**config.mk**
```make
export PLATFORM = sky130hd
export DESIGN_NAME = toll_billing_unit_flat
export DESIGN_NICKNAME = d
export VERILOG_FILES = /design/src/rtl/toll_billing_unit_if.sv /design/src/rtl/toll_billing_unit.sv /design/src/flat_wrapper.sv
export SDC_FILE = /design/constraint.sdc
export NUM_CORES = 1
export LEC_CHECK = 0
export CAP_MARGIN = 20
export CORE_MARGIN = 4
export CORE_UTILIZATION = 45
export DETAILED_ROUTE_END_ITERATION = 10
export HOLD_SLACK_MARGIN = 0.12
export PLACE_DENSITY = 0.77
export SLEW_MARGIN = 20
export SYNTH_ARGS = -nofsm -noshare
export SYNTH_HDL_FRONTEND = slang
export SYNTH_SLANG_ARGS = --single-unit
```
**constraint.sdc**
```tcl
create_clock -name clock -period 4.9 [get_ports clock]
set_input_delay 1.47 -clock clock [delete_from_list [all_inputs] [get_ports clock]]
set_output_delay 1.47 -clock clock [all_outputs]
set_load 0.01 [all_outputs]
```
**src/rtl/toll_billing_unit_if.sv**
```systemverilog
// Lane-side bundle between the lane FSM and the billing unit.
// Latency: none (wires only).
// Backpressure: none; cobrar is a level request acknowledged by the pago pulse.
interface toll_billing_unit_if;
    logic        cobrar;
    logic [3:0]  automovel;
    logic        limpar;
    logic        pago;
    logic        erro;
    logic        ovf;
    logic [15:0] total;
    logic [7:0]  contagem;
    logic [0:6]  HEX3;
    logic [0:6]  HEX2;
    logic [0:6]  HEX1;
    logic [0:6]  HEX0;

    // Lane FSM side: issues requests, observes billing results.
    modport master (
        output cobrar, automovel, limpar,
        input  pago, erro, ovf, total, contagem, HEX3, HEX2, HEX1, HEX0
    );

    // Billing unit side.
    modport slave (
        input  cobrar, automovel, limpar,
        output pago, erro, ovf, total, contagem, HEX3, HEX2, HEX1, HEX0
    );
endinterface

```
**src/rtl/toll_billing_unit.sv**
```systemverilog
// Fare lookup + digit-serial BCD revenue accumulator with 7-segment display drive.
// Latency: pago pulses in the cycle after the charge edge E + 5 edges (one LOOKUP, four ADD).
// Backpressure: none; one charge per cobrar high period, edges outside IDLE are ignored.
module toll_billing_unit #(
    parameter logic [15:0] FARE_CARRO  = 16'h0550,
    parameter logic [15:0] FARE_CARGA2 = 16'h1100,
    parameter logic [15:0] FARE_CARGA3 = 16'h1650,
    parameter logic [15:0] FARE_CARGA4 = 16'h2200,
    parameter int unsigned SHOW_CYCLES = 8
) (
    input  logic               clock,
    input  logic               resetn,
    toll_billing_unit_if.slave bus
);

    typedef enum logic [2:0] {S_IDLE, S_LOOKUP, S_ADD, S_SHOW, S_HOLD} state_t;

    state_t      state_q, state_d;
    logic        cobrar_q;
    logic [3:0]  class_q, class_d;
    logic [15:0] fare_q, fare_d;
    logic [15:0] total_q, total_d;
    logic [7:0]  cnt_q, cnt_d;
    logic [1:0]  idx_q, idx_d;
    logic        carry_q, carry_d;
    logic [7:0]  show_q, show_d;
    logic        pago_q, pago_d;
    logic        erro_q, erro_d;
    logic        ovf_q, ovf_d;
    logic [0:6]  hex3_q, hex2_q, hex1_q, hex0_q;
    logic [0:6]  hex3_d, hex2_d, hex1_d, hex0_d;

    logic        chg_evt;
    logic        class_ok;
    logic [15:0] fare_lut;
    logic [4:0]  dsum;
    logic [4:0]  dadj;
    logic [3:0]  dig;
    logic        cout;
    logic [15:0] disp;

    // Segment pattern a..g, active low; anything above 9 blanks the digit.
    function automatic logic [0:6] seg7(input logic [3:0] d);
        case (d)
            4'd0:    seg7 = 7'b0000001;
            4'd1:    seg7 = 7'b1001111;
            4'd2:    seg7 = 7'b0010010;
            4'd3:    seg7 = 7'b0000110;
            4'd4:    seg7 = 7'b1001100;
            4'd5:    seg7 = 7'b0100100;
            4'd6:    seg7 = 7'b0100000;
            4'd7:    seg7 = 7'b0001111;
            4'd8:    seg7 = 7'b0000000;
            4'd9:    seg7 = 7'b0000100;
            default: seg7 = 7'b1111111;
        endcase
    endfunction

    assign chg_evt = bus.cobrar & ~cobrar_q;

    // Class decode: only the four thermometer codes carry a fare.
    always_comb begin
        class_ok = 1'b1;
        fare_lut = 16'h0000;
        case (class_q)
            4'b1000: fare_lut = FARE_CARRO;
            4'b1100: fare_lut = FARE_CARGA2;
            4'b1110: fare_lut = FARE_CARGA3;
            4'b1111: fare_lut = FARE_CARGA4;
            default: class_ok = 1'b0;
        endcase
    end

    // One BCD digit of total + fare + carry, selected by the digit index.
    always_comb begin
        dsum = {1'b0, total_q[{idx_q, 2'b00} +: 4]} + {1'b0, fare_q[{idx_q, 2'b00} +: 4]} + {4'b0000, carry_q};
        dadj = dsum - 5'd10;
        cout = (dsum > 5'd9);
        dig  = cout ? dadj[3:0] : dsum[3:0];
    end

    // State register.
    always_ff @(posedge clock or negedge resetn) begin
        if (!resetn) state_q <= S_IDLE;
        else         state_q <= state_d;
    end

    // Next-state logic.
    always_comb begin
        state_d = state_q;
        case (state_q)
            S_IDLE:   if (chg_evt) state_d = S_LOOKUP;
            S_LOOKUP: state_d = class_ok ? S_ADD : S_HOLD;
            S_ADD:    if (idx_q == 2'd3) state_d = S_SHOW;
            S_SHOW:   if (show_q == 8'(SHOW_CYCLES - 1)) state_d = S_HOLD;
            S_HOLD:   if (!bus.cobrar) state_d = S_IDLE;
            default:  state_d = S_IDLE;
        endcase
    end

    // Datapath and output next-state values per state.
    always_comb begin
        class_d = class_q;
        fare_d  = fare_q;
        total_d = total_q;
        cnt_d   = cnt_q;
        idx_d   = idx_q;
        carry_d = carry_q;
        show_d  = show_q;
        pago_d  = 1'b0;
        erro_d  = erro_q;
        ovf_d   = ovf_q;
        case (state_q)
            S_IDLE: begin
                // A charge edge on the same cycle as limpar takes priority.
                if (chg_evt) begin
                    class_d = bus.automovel;
                end else if (bus.limpar) begin
                    total_d = 16'h0000;
                    cnt_d   = 8'd0;
                    ovf_d   = 1'b0;
                end
            end
            S_LOOKUP: begin
                if (class_ok) begin
                    fare_d  = fare_lut;
                    erro_d  = 1'b0;
                    idx_d   = 2'd0;
                    carry_d = 1'b0;
                end else begin
                    erro_d  = 1'b1;
                end
            end
            S_ADD: begin
                total_d[{idx_q, 2'b00} +: 4] = dig;
                carry_d = cout;
                idx_d   = idx_q + 2'd1;
                if (idx_q == 2'd3) begin
                    if (cout) begin
                        total_d = 16'h9999;
                        ovf_d   = 1'b1;
                    end
                    if (cnt_q != 8'hFF) cnt_d = cnt_q + 8'd1;
                    pago_d = 1'b1;
                    show_d = 8'd0;
                end
            end
            S_SHOW: show_d = show_q + 8'd1;
            default: ;
        endcase
    end

    // Display source: fare while showing a charge, running total otherwise.
    always_comb begin
        disp   = (state_q == S_SHOW) ? fare_q : total_q;
        hex3_d = seg7(disp[15:12]);
        hex2_d = seg7(disp[11:8]);
        hex1_d = seg7(disp[7:4]);
        hex0_d = seg7(disp[3:0]);
    end

    // Datapath registers; reset discards any charge in progress.
    always_ff @(posedge clock or negedge resetn) begin
        if (!resetn) begin
            cobrar_q <= 1'b0;
            class_q  <= 4'd0;
            fare_q   <= 16'h0000;
            total_q  <= 16'h0000;
            cnt_q    <= 8'd0;
            idx_q    <= 2'd0;
            carry_q  <= 1'b0;
            show_q   <= 8'd0;
            pago_q   <= 1'b0;
            erro_q   <= 1'b0;
            ovf_q    <= 1'b0;
            hex3_q   <= 7'b1111111;
            hex2_q   <= 7'b1111111;
            hex1_q   <= 7'b1111111;
            hex0_q   <= 7'b1111111;
        end else begin
            cobrar_q <= bus.cobrar;
            class_q  <= class_d;
            fare_q   <= fare_d;
            total_q  <= total_d;
            cnt_q    <= cnt_d;
            idx_q    <= idx_d;
            carry_q  <= carry_d;
            show_q   <= show_d;
            pago_q   <= pago_d;
            erro_q   <= erro_d;
            ovf_q    <= ovf_d;
            hex3_q   <= hex3_d;
            hex2_q   <= hex2_d;
            hex1_q   <= hex1_d;
            hex0_q   <= hex0_d;
        end
    end

    assign bus.pago     = pago_q;
    assign bus.erro     = erro_q;
    assign bus.ovf      = ovf_q;
    assign bus.total    = total_q;
    assign bus.contagem = cnt_q;
    assign bus.HEX3     = hex3_q;
    assign bus.HEX2     = hex2_q;
    assign bus.HEX1     = hex1_q;
    assign bus.HEX0     = hex0_q;

endmodule

```
**src/flat_wrapper.sv**
```systemverilog
// flat-port wrapper written by rule: the top's interface ports become plain ports
module toll_billing_unit_flat 
#(
    parameter logic [15:0] FARE_CARRO  = 16'h0550,
    parameter logic [15:0] FARE_CARGA2 = 16'h1100,
    parameter logic [15:0] FARE_CARGA3 = 16'h1650,
    parameter logic [15:0] FARE_CARGA4 = 16'h2200,
    parameter int unsigned SHOW_CYCLES = 8
)
  (clock, resetn, bus_cobrar, bus_automovel, bus_limpar, bus_pago, bus_erro, bus_ovf, bus_total, bus_contagem, bus_HEX3, bus_HEX2, bus_HEX1, bus_HEX0);
  toll_billing_unit_if bus_i ();
  input  logic clock;
  input  logic resetn;
  input wire logic [$bits(bus_i.cobrar)-1:0] bus_cobrar;
  input wire logic [$bits(bus_i.automovel)-1:0] bus_automovel;
  input wire logic [$bits(bus_i.limpar)-1:0] bus_limpar;
  output wire logic [$bits(bus_i.pago)-1:0] bus_pago;
  output wire logic [$bits(bus_i.erro)-1:0] bus_erro;
  output wire logic [$bits(bus_i.ovf)-1:0] bus_ovf;
  output wire logic [$bits(bus_i.total)-1:0] bus_total;
  output wire logic [$bits(bus_i.contagem)-1:0] bus_contagem;
  output wire logic [$bits(bus_i.HEX3)-1:0] bus_HEX3;
  output wire logic [$bits(bus_i.HEX2)-1:0] bus_HEX2;
  output wire logic [$bits(bus_i.HEX1)-1:0] bus_HEX1;
  output wire logic [$bits(bus_i.HEX0)-1:0] bus_HEX0;
  assign bus_i.cobrar = bus_cobrar;
  assign bus_i.automovel = bus_automovel;
  assign bus_i.limpar = bus_limpar;
  assign bus_pago = bus_i.pago;
  assign bus_erro = bus_i.erro;
  assign bus_ovf = bus_i.ovf;
  assign bus_total = bus_i.total;
  assign bus_contagem = bus_i.contagem;
  assign bus_HEX3 = bus_i.HEX3;
  assign bus_HEX2 = bus_i.HEX2;
  assign bus_HEX1 = bus_i.HEX1;
  assign bus_HEX0 = bus_i.HEX0;
  toll_billing_unit #(.FARE_CARRO(FARE_CARRO), .FARE_CARGA2(FARE_CARGA2), .FARE_CARGA3(FARE_CARGA3), .FARE_CARGA4(FARE_CARGA4), .SHOW_CYCLES(SHOW_CYCLES)) u_core (.clock(clock), .resetn(resetn), .bus(bus_i));
endmodule
```
## Yosys cells after proc, flatten, opt, wreduce, memory -nomap -nowiden

Memory sizes are Yosys's and may differ from the RTL's. A register that Yosys moved wholly into a read port is not among the register bits.
Cells that the tools add are included.
Widths: inputs -> output; s select.

| cells by class | value |
|---|---|
| $add $sub $neg | 7 |
| $lt $le $gt $ge | 1 |
| eq/ne operators | 20 |
| shifts and indexed selects | 4 |
| multiplexer cells | 35 |
| bitwise operators | 2 |
| reduce and logical (&&, ||, !) cells | 17 |

Operators by type and width:

| operator | number |
|---|---|
| $mux 16 | 5 |
| $pmux 14 s4 | 1 |
| $mux 8 | 5 |
| $pmux 16 s2 | 1 |
| $pmux 8 s2 | 2 |
| $shiftx 16x5->4 | 2 |
| $add 8x1->8 const B | 2 |
| $bwmux 16 | 1 |
| $eq 4x4->1 const B | 4 |
| $shift 4x6->16 const A | 1 |
| $shiftx 4x6->16 | 1 |
| $mux 3 | 5 |
| $pmux 3 s5 | 1 |
| $ne 2x1->1 const B | 6 |
| $reduce_and 5->1 | 2 |
| $mux 1 | 9 |
| $eq 8x3->1 const B | 1 |
| $ne 8x8->1 const B | 1 |
| $reduce_and 2->1 | 4 |
| $eq 3x2->1 const B | 2 |
| $ne 2x2->1 const B | 3 |
| $neg 4->6 | 1 |
| $reduce_bool 2->1 | 3 |
| $add 4x4->5 | 1 |
| other kinds (18) | 22 |

| storage, ports and cells | value |
|---|---|
| register bits after elaboration | 62 |
| bits in read-only memories | 448 |
| output and inout port bits | 55 |
| memories kept | 4 |

Memory list:

| name | depth | bits a word | read ports | clocked after Yosys merged registers in | wr ports | RTL line | text |
|---|---|---|---|---|---|---|---|
| (name not given) | 16 | 7 | 1 | 1 | 0 | toll_billing_unit.sv:44 | `case (d)` |
| (name not given) | 16 | 7 | 1 | 1 | 0 | toll_billing_unit.sv:44 |  |
| (name not given) | 16 | 7 | 1 | 1 | 0 | toll_billing_unit.sv:44 |  |
| (name not given) | 16 | 7 | 1 | 1 | 0 | toll_billing_unit.sv:44 |  |

## Depth between registers and ports, before layout

| logic depth | value |
|---|---|
| depth after elaboration | 10 |
| gate-level depth with buffers | 12 |
| mapped depth without buffers | 11 |

## Least setup slack after synthesis

Ideal clock, no wire load.

| timing path | value |
|---|---|
| path kind | register -> register |
| from | register u_core.idx_q[0] |
| to | register u_core.total_q[7], in the netlist u_core.bus.total[7] |
| setup time | 126 ps |
| data arrival time | 3199 ps |
| data required time | 4774 ps |
| setup slack | 1575 ps |
| cell stages (with the launch flop) | 11 |
| path buffers | 2 |
| period minus slack after synthesis | 3325 ps |
| path through | dfrtp_1 -> buf_1 -> mux4_2 -> fa_1 -> fa_1 -> a21oi_1 -> nand2b_1 -> o31ai_4 -> and2_4 -> buf_6 -> a221o_1 |

| on the way | value |
|---|---|
| word-level cells in the longest chain between the ends | 10 |
| elaborated cells between the ends (all ways) | 15 |

Ends and longest elaborated chain:

| element | RTL line | text |
|---|---|---|
| start, declared | toll_billing_unit.sv:24 | `logic [1:0] idx_q, idx_d;` |
| start signal, assigned | toll_billing_unit.sv:186 | `idx_q <= idx_d;` |
| $shiftx 16x5->4 | toll_billing_unit.sv:76 | `dsum = {1'b0, total_q[{idx_q, 2'b00} +: 4]} + {1'b0, fare_q[{idx_q, 2'b00} +: 4]} + {4'b0000, carry_q};` |
| $add 4x4->5 | toll_billing_unit.sv:76 |  |
| $add 5x1->5 | toll_billing_unit.sv:76 |  |
| $sub 4x4->4 or $gt 5x4->1 (tied branches) | toll_billing_unit.sv:77, toll_billing_unit.sv:78 |  |
| $mux 4 | toll_billing_unit.sv:79 | `dig = cout ? dadj[3:0] : dsum[3:0];` |
| $shiftx 4x6->16 | toll_billing_unit.sv:135 | `total_d[{idx_q, 2'b00} +: 4] = dig;` |
| $bwmux 16 | toll_billing_unit.sv:135 |  |
| $mux 16 | toll_billing_unit.sv:139 | `if (cout) begin` |
| $mux 16 * | toll_billing_unit.sv:138 | `if (idx_q == 2'd3) begin` |
| $pmux 16 s2 * | toll_billing_unit.sv:113 | `case (state_q)` |
| end signal, assigned | toll_billing_unit.sv:184 | `total_q <= total_d;` |
| end, declared | toll_billing_unit.sv:22 | `logic [15:0] total_q, total_d;` |

Every way passes the cells marked *; elsewhere a longest branch is shown, timed or not.
A chain may end at the register's enable or synchronous reset.

## Worst setup path in the final report

| timing path | value |
|---|---|
| from | register u_core.idx_q[0] |
| to | register u_core.total_q[6], in the netlist u_core.bus.total[6] |

The elaborated chain is that of the path after synthesis.

==> impl_results.md <==
* Hold Path Stages at 1
* Worst reg2reg setup slack at 1280 ps
* Type of origin of the critical path: flip-flop
* Mapped Cells at 473
* Die H at 109 um
* Area post-placement at 0.00526 sq mm
* Slew @ Worst Pin at 1050 ps
* Worst setup EP type: flip-flop
* RSZ-0062 raised after global routing: no
* Vias per inst at 5.66
* Worst r2r src: u_core.idx_q[0]$_DFFE_PN0P_
* Pleak at 2.40 nW
* Hold WC Path Type: reg2reg
* Post-synth ARST share at 1.00
* Share of cells above drive strength 1 at 0.110
* Gate power share at 0.301
* Compound-Gate Fraction of Synth Area at 0.191
* Adder-cell share of the synthesized area at 0.104
* Total Power at 2.10 mW
* Number of flops mapped to enable cells by yosys at 0
* RR Endpoint: u_core.bus.total[6]$_DFFE_PN0P_
* Post-Route WL at 10.1 mm
* Clock-pin slew on the worst setup and hold paths at 80 ps
* Synth Cell Area at 0.00458 sq mm
* Row cnt at 36
* Syn nets at 518
* Final ANT Viol Nets at 0
* Hold-fix buffers, CTS at 0
* Yosys top cell area share at 0.279
* Xor-xnor portion of the synthesized cell area at 0.00956
* CP Data Arrival Time at 3840 ps
* Post-CTS Setup Inserts at 0
* Mapped Avg Cell Area at 9.68 sq um
* WP data required at 5120 ps
* H-tree levels at 3
* Die Wd at 109 um
* Sequential share of the synthesized area at 0.439
* Total grt overflow at 0
* Final min period at 3620 ps
* Layout Nets at 568
* # diodes at 0
* DR vias at 3739
* First-pass GRT wire length at 16.9 mm
* Fmax achieved at 0.276 GHz
* Total core area at 0.00986 sq mm
* Worst skew pair latency at 350 ps
* DRT Pass-1 Iters at 4
* Largest net degree at the start of global routing at 80
* Die area at 0.0119 sq mm
* Period utilization at 0.739
* Max VDD drop at 0.000261 V
* Layout area overhead at 20.2%
* Drt drc at 0
* Min-Delay Startpoint: u_core.show_q[7]$_DFFE_PN0P_
* Top post-synthesis cells by area: dfrtp_1, dfstp_2, ha_1, o21ai_0, nand2_1
* Post_cts resized at 0
* Antenna violations before repair at 0
* Status: completed
* Finished Layout Cells at 661
* Clock Sinks at 79
* Mux contribution to synthesized area at 0.0470
* Inst Count DP at 645
* Number of synthesized register bits at 79
* PwrDens at 382 mW/mm^2
* Initial drt markers at 203
* Net Sw Frac at 0.347
* GRT Util Overall at 0.176
* FF-to-FF path depth at 9
* Power Internal at 1.37 mW
* Num CTS Buffers at 9
* Count of cell types in the netlist at 58
* Synth warnings at 0
* CTS tree: built
* Critical path fanouts, max at 16
* Critical path type: reg2reg
* CTS max path bufs at 2
* Final setup fails at 0
* # Max-Cap Violations at 0
* Clk_skew at 9.83 ps
* Sequential power share at 0.428
* Routability cong. at 0.926
* Main flop type after synthesis: dfrtp_1
* # IOs at 63
* Setup TNS Final at 0 ps
* Fin. Hold Viols at 0
* Largest family of logic cells by synthesized area: compound AO/OA/AOI/OAI gates
* Wire per inst at 15.3 um
* Net switching power at 0.728 mW
* Post-DP HPWL at 7.19 mm
* Port buffer count at 62
* Final instance area at 0.00550 sq mm
* Pins over their slew limit at 0
* Clock power frac at 0.272
* Max_slew headroom at 0.300
* Clock root buffer: clkbuf_8
* Simple-Gate Fraction of Synth Area at 0.158
* Initial Util at 0.464
* Via count of the first global-routing pass at 3586
* Area leader, netlist: dfrtp_1
* Hold EP: u_core.show_q[7]$_DFFE_PN0P_
-- stage by stage --
| step | hold slack (ps) | util | setup slack (ps) |
|---|---|---|---|
| after CTS | 498 | 0.558 | 1280 |
| after detailed placement | 480 | 0.533 | 1290 |
| after global placement | 478 | 0.533 | 1480 |
| final | 499 | 0.558 | 1280 |
| after global routing | 535 | 0.558 | 1030 |
| after floorplan | 458 | - | 1570 |
-- final cells by class --
class                   count  area (sq um)
fillers                   842          4360
multi-input cells         337          2330
flip-flops and latches     79          2010
repair buffers             63           626
clock buffers              12           166
well taps                 133           166
inverters                  33           124
clock inverters             4          73.8
-- power by group through the flow --
stage	logic, mW	clock network [mW]	registers, mW
CTS	0.635	0.587	0.897
finish	0.632	0.571	0.898
floorplan	0.466	0	0.863
detailed placement	0.631	0	0.908
global placement	0.609	0	0.904
global route	0.713	0.612	0.920
-- cells in the mapped netlist (2+ instances only) --
cell,n
nor2_1,24
clkbuf_1,16
buf_6,2
nand2b_1,7
nand3b_1,2
inv_1,33
nand2_1,50
and3_1,5
nand4_1,7
dfrtp_1,51
a22o_1,5
buf_1,3
o31ai_1,4
nand3_1,16
o2bb2ai_1,4
mux2_2,4
o21a_1,2
mux4_2,4
nor4_1,5
o22ai_1,8
xnor2_1,3
or4_1,2
a21boi_0,2
xor2_1,2
dfstp_2,28
a21oi_1,33
or2_2,2
or3_1,8
nor3b_1,2
o22a_1,2
mux2i_1,8
nor3_1,5
a221oi_1,3
buf_2,3
a21o_1,2
ha_1,35
a221o_1,8
a31oi_1,5
and2_1,3
o21ai_0,41
a22oi_1,3
o311ai_1,4
fa_1,2
-- cells in the final DEF, fill, tap and decap left out, types with 7 or more instances in the layout --
cell / synthesis / layout
mux2i_1: 8 / 8
inv_1: 33 / 33
a221o_1: 8 / 8
nand4_1: 7 / 7
or3_1: 8 / 8
nand3_1: 16 / 16
clkdlybuf4s50_1: 0 / 61
dfstp_2: 28 / 28
o21ai_0: 41 / 41
dfrtp_1: 51 / 51
a21oi_1: 33 / 33
nand2_1: 50 / 50
ha_1: 35 / 35
clkbuf_8: 0 / 10
nand2b_1: 7 / 7
o22ai_1: 8 / 8
nor2_1: 24 / 24
-- worst max path at each step --
stage	startpoint	to
2_1_floorplan	u_core.idx_q[0]$_DFFE_PN0P_	u_core.bus.total[7]$_DFFE_PN0P_
3_3_place_gp	u_core.idx_q[0]$_DFFE_PN0P_	u_core.bus.total[6]$_DFFE_PN0P_
3_5_place_dp	u_core.idx_q[0]$_DFFE_PN0P_	u_core.bus.total[2]$_DFFE_PN0P_
4_1_cts	u_core.idx_q[0]$_DFFE_PN0P_	u_core.bus.total[6]$_DFFE_PN0P_
5_1_grt	u_core.idx_q[0]$_DFFE_PN0P_	u_core.bus.total[2]$_DFFE_PN0P_
6_report	u_core.idx_q[0]$_DFFE_PN0P_	u_core.bus.total[6]$_DFFE_PN0P_
-- layer usage --
| layer | track usage | wire, um |
|---|---|---|
| met4 | 0.0586 | 145 |
| met1 | 0.231 | 4520 |
| met2 | 0.293 | 4860 |
| met5 | 0 | 0 |
| met3 | 0.0361 | 564 |
-- worst max-delay path: stages (launching register included) --
cell	delay, ps
dfrtp_1	730
mux4_2	600
fa_1	430
fa_1	420
xor2_1	240
inv_1	120
ha_1	280
nor2_1	40
a22oi_1	480
o2bb2ai_1	130
-- registers in the layout (all words and copies together), names as in the netlist --
| register | flops |
|---|---|
| u_core.bus.HEX0 | 7 |
| u_core.bus.HEX1 | 7 |
| u_core.bus.HEX2 | 7 |
| u_core.bus.HEX3 | 7 |
| u_core.bus.contagem | 8 |
| u_core.bus.erro | 1 |
| u_core.bus.ovf | 1 |
| u_core.bus.pago | 1 |
| u_core.bus.total | 16 |
| u_core.carry_q | 1 |
| u_core.class_q | 4 |
| u_core.cobrar_q | 1 |
| u_core.fare_q | 5 |
| u_core.idx_q | 2 |
| u_core.show_q | 8 |
| u_core.state_q | 3 |
-- cells by family after synthesis --
group | count (synthesis)
compound gates | 134
buf+inv | 57
simple gates | 145
xor+xnor | 5
mux | 16
fa+ha+maj | 37
flops | 79
(Power assumes the default switching activity.)
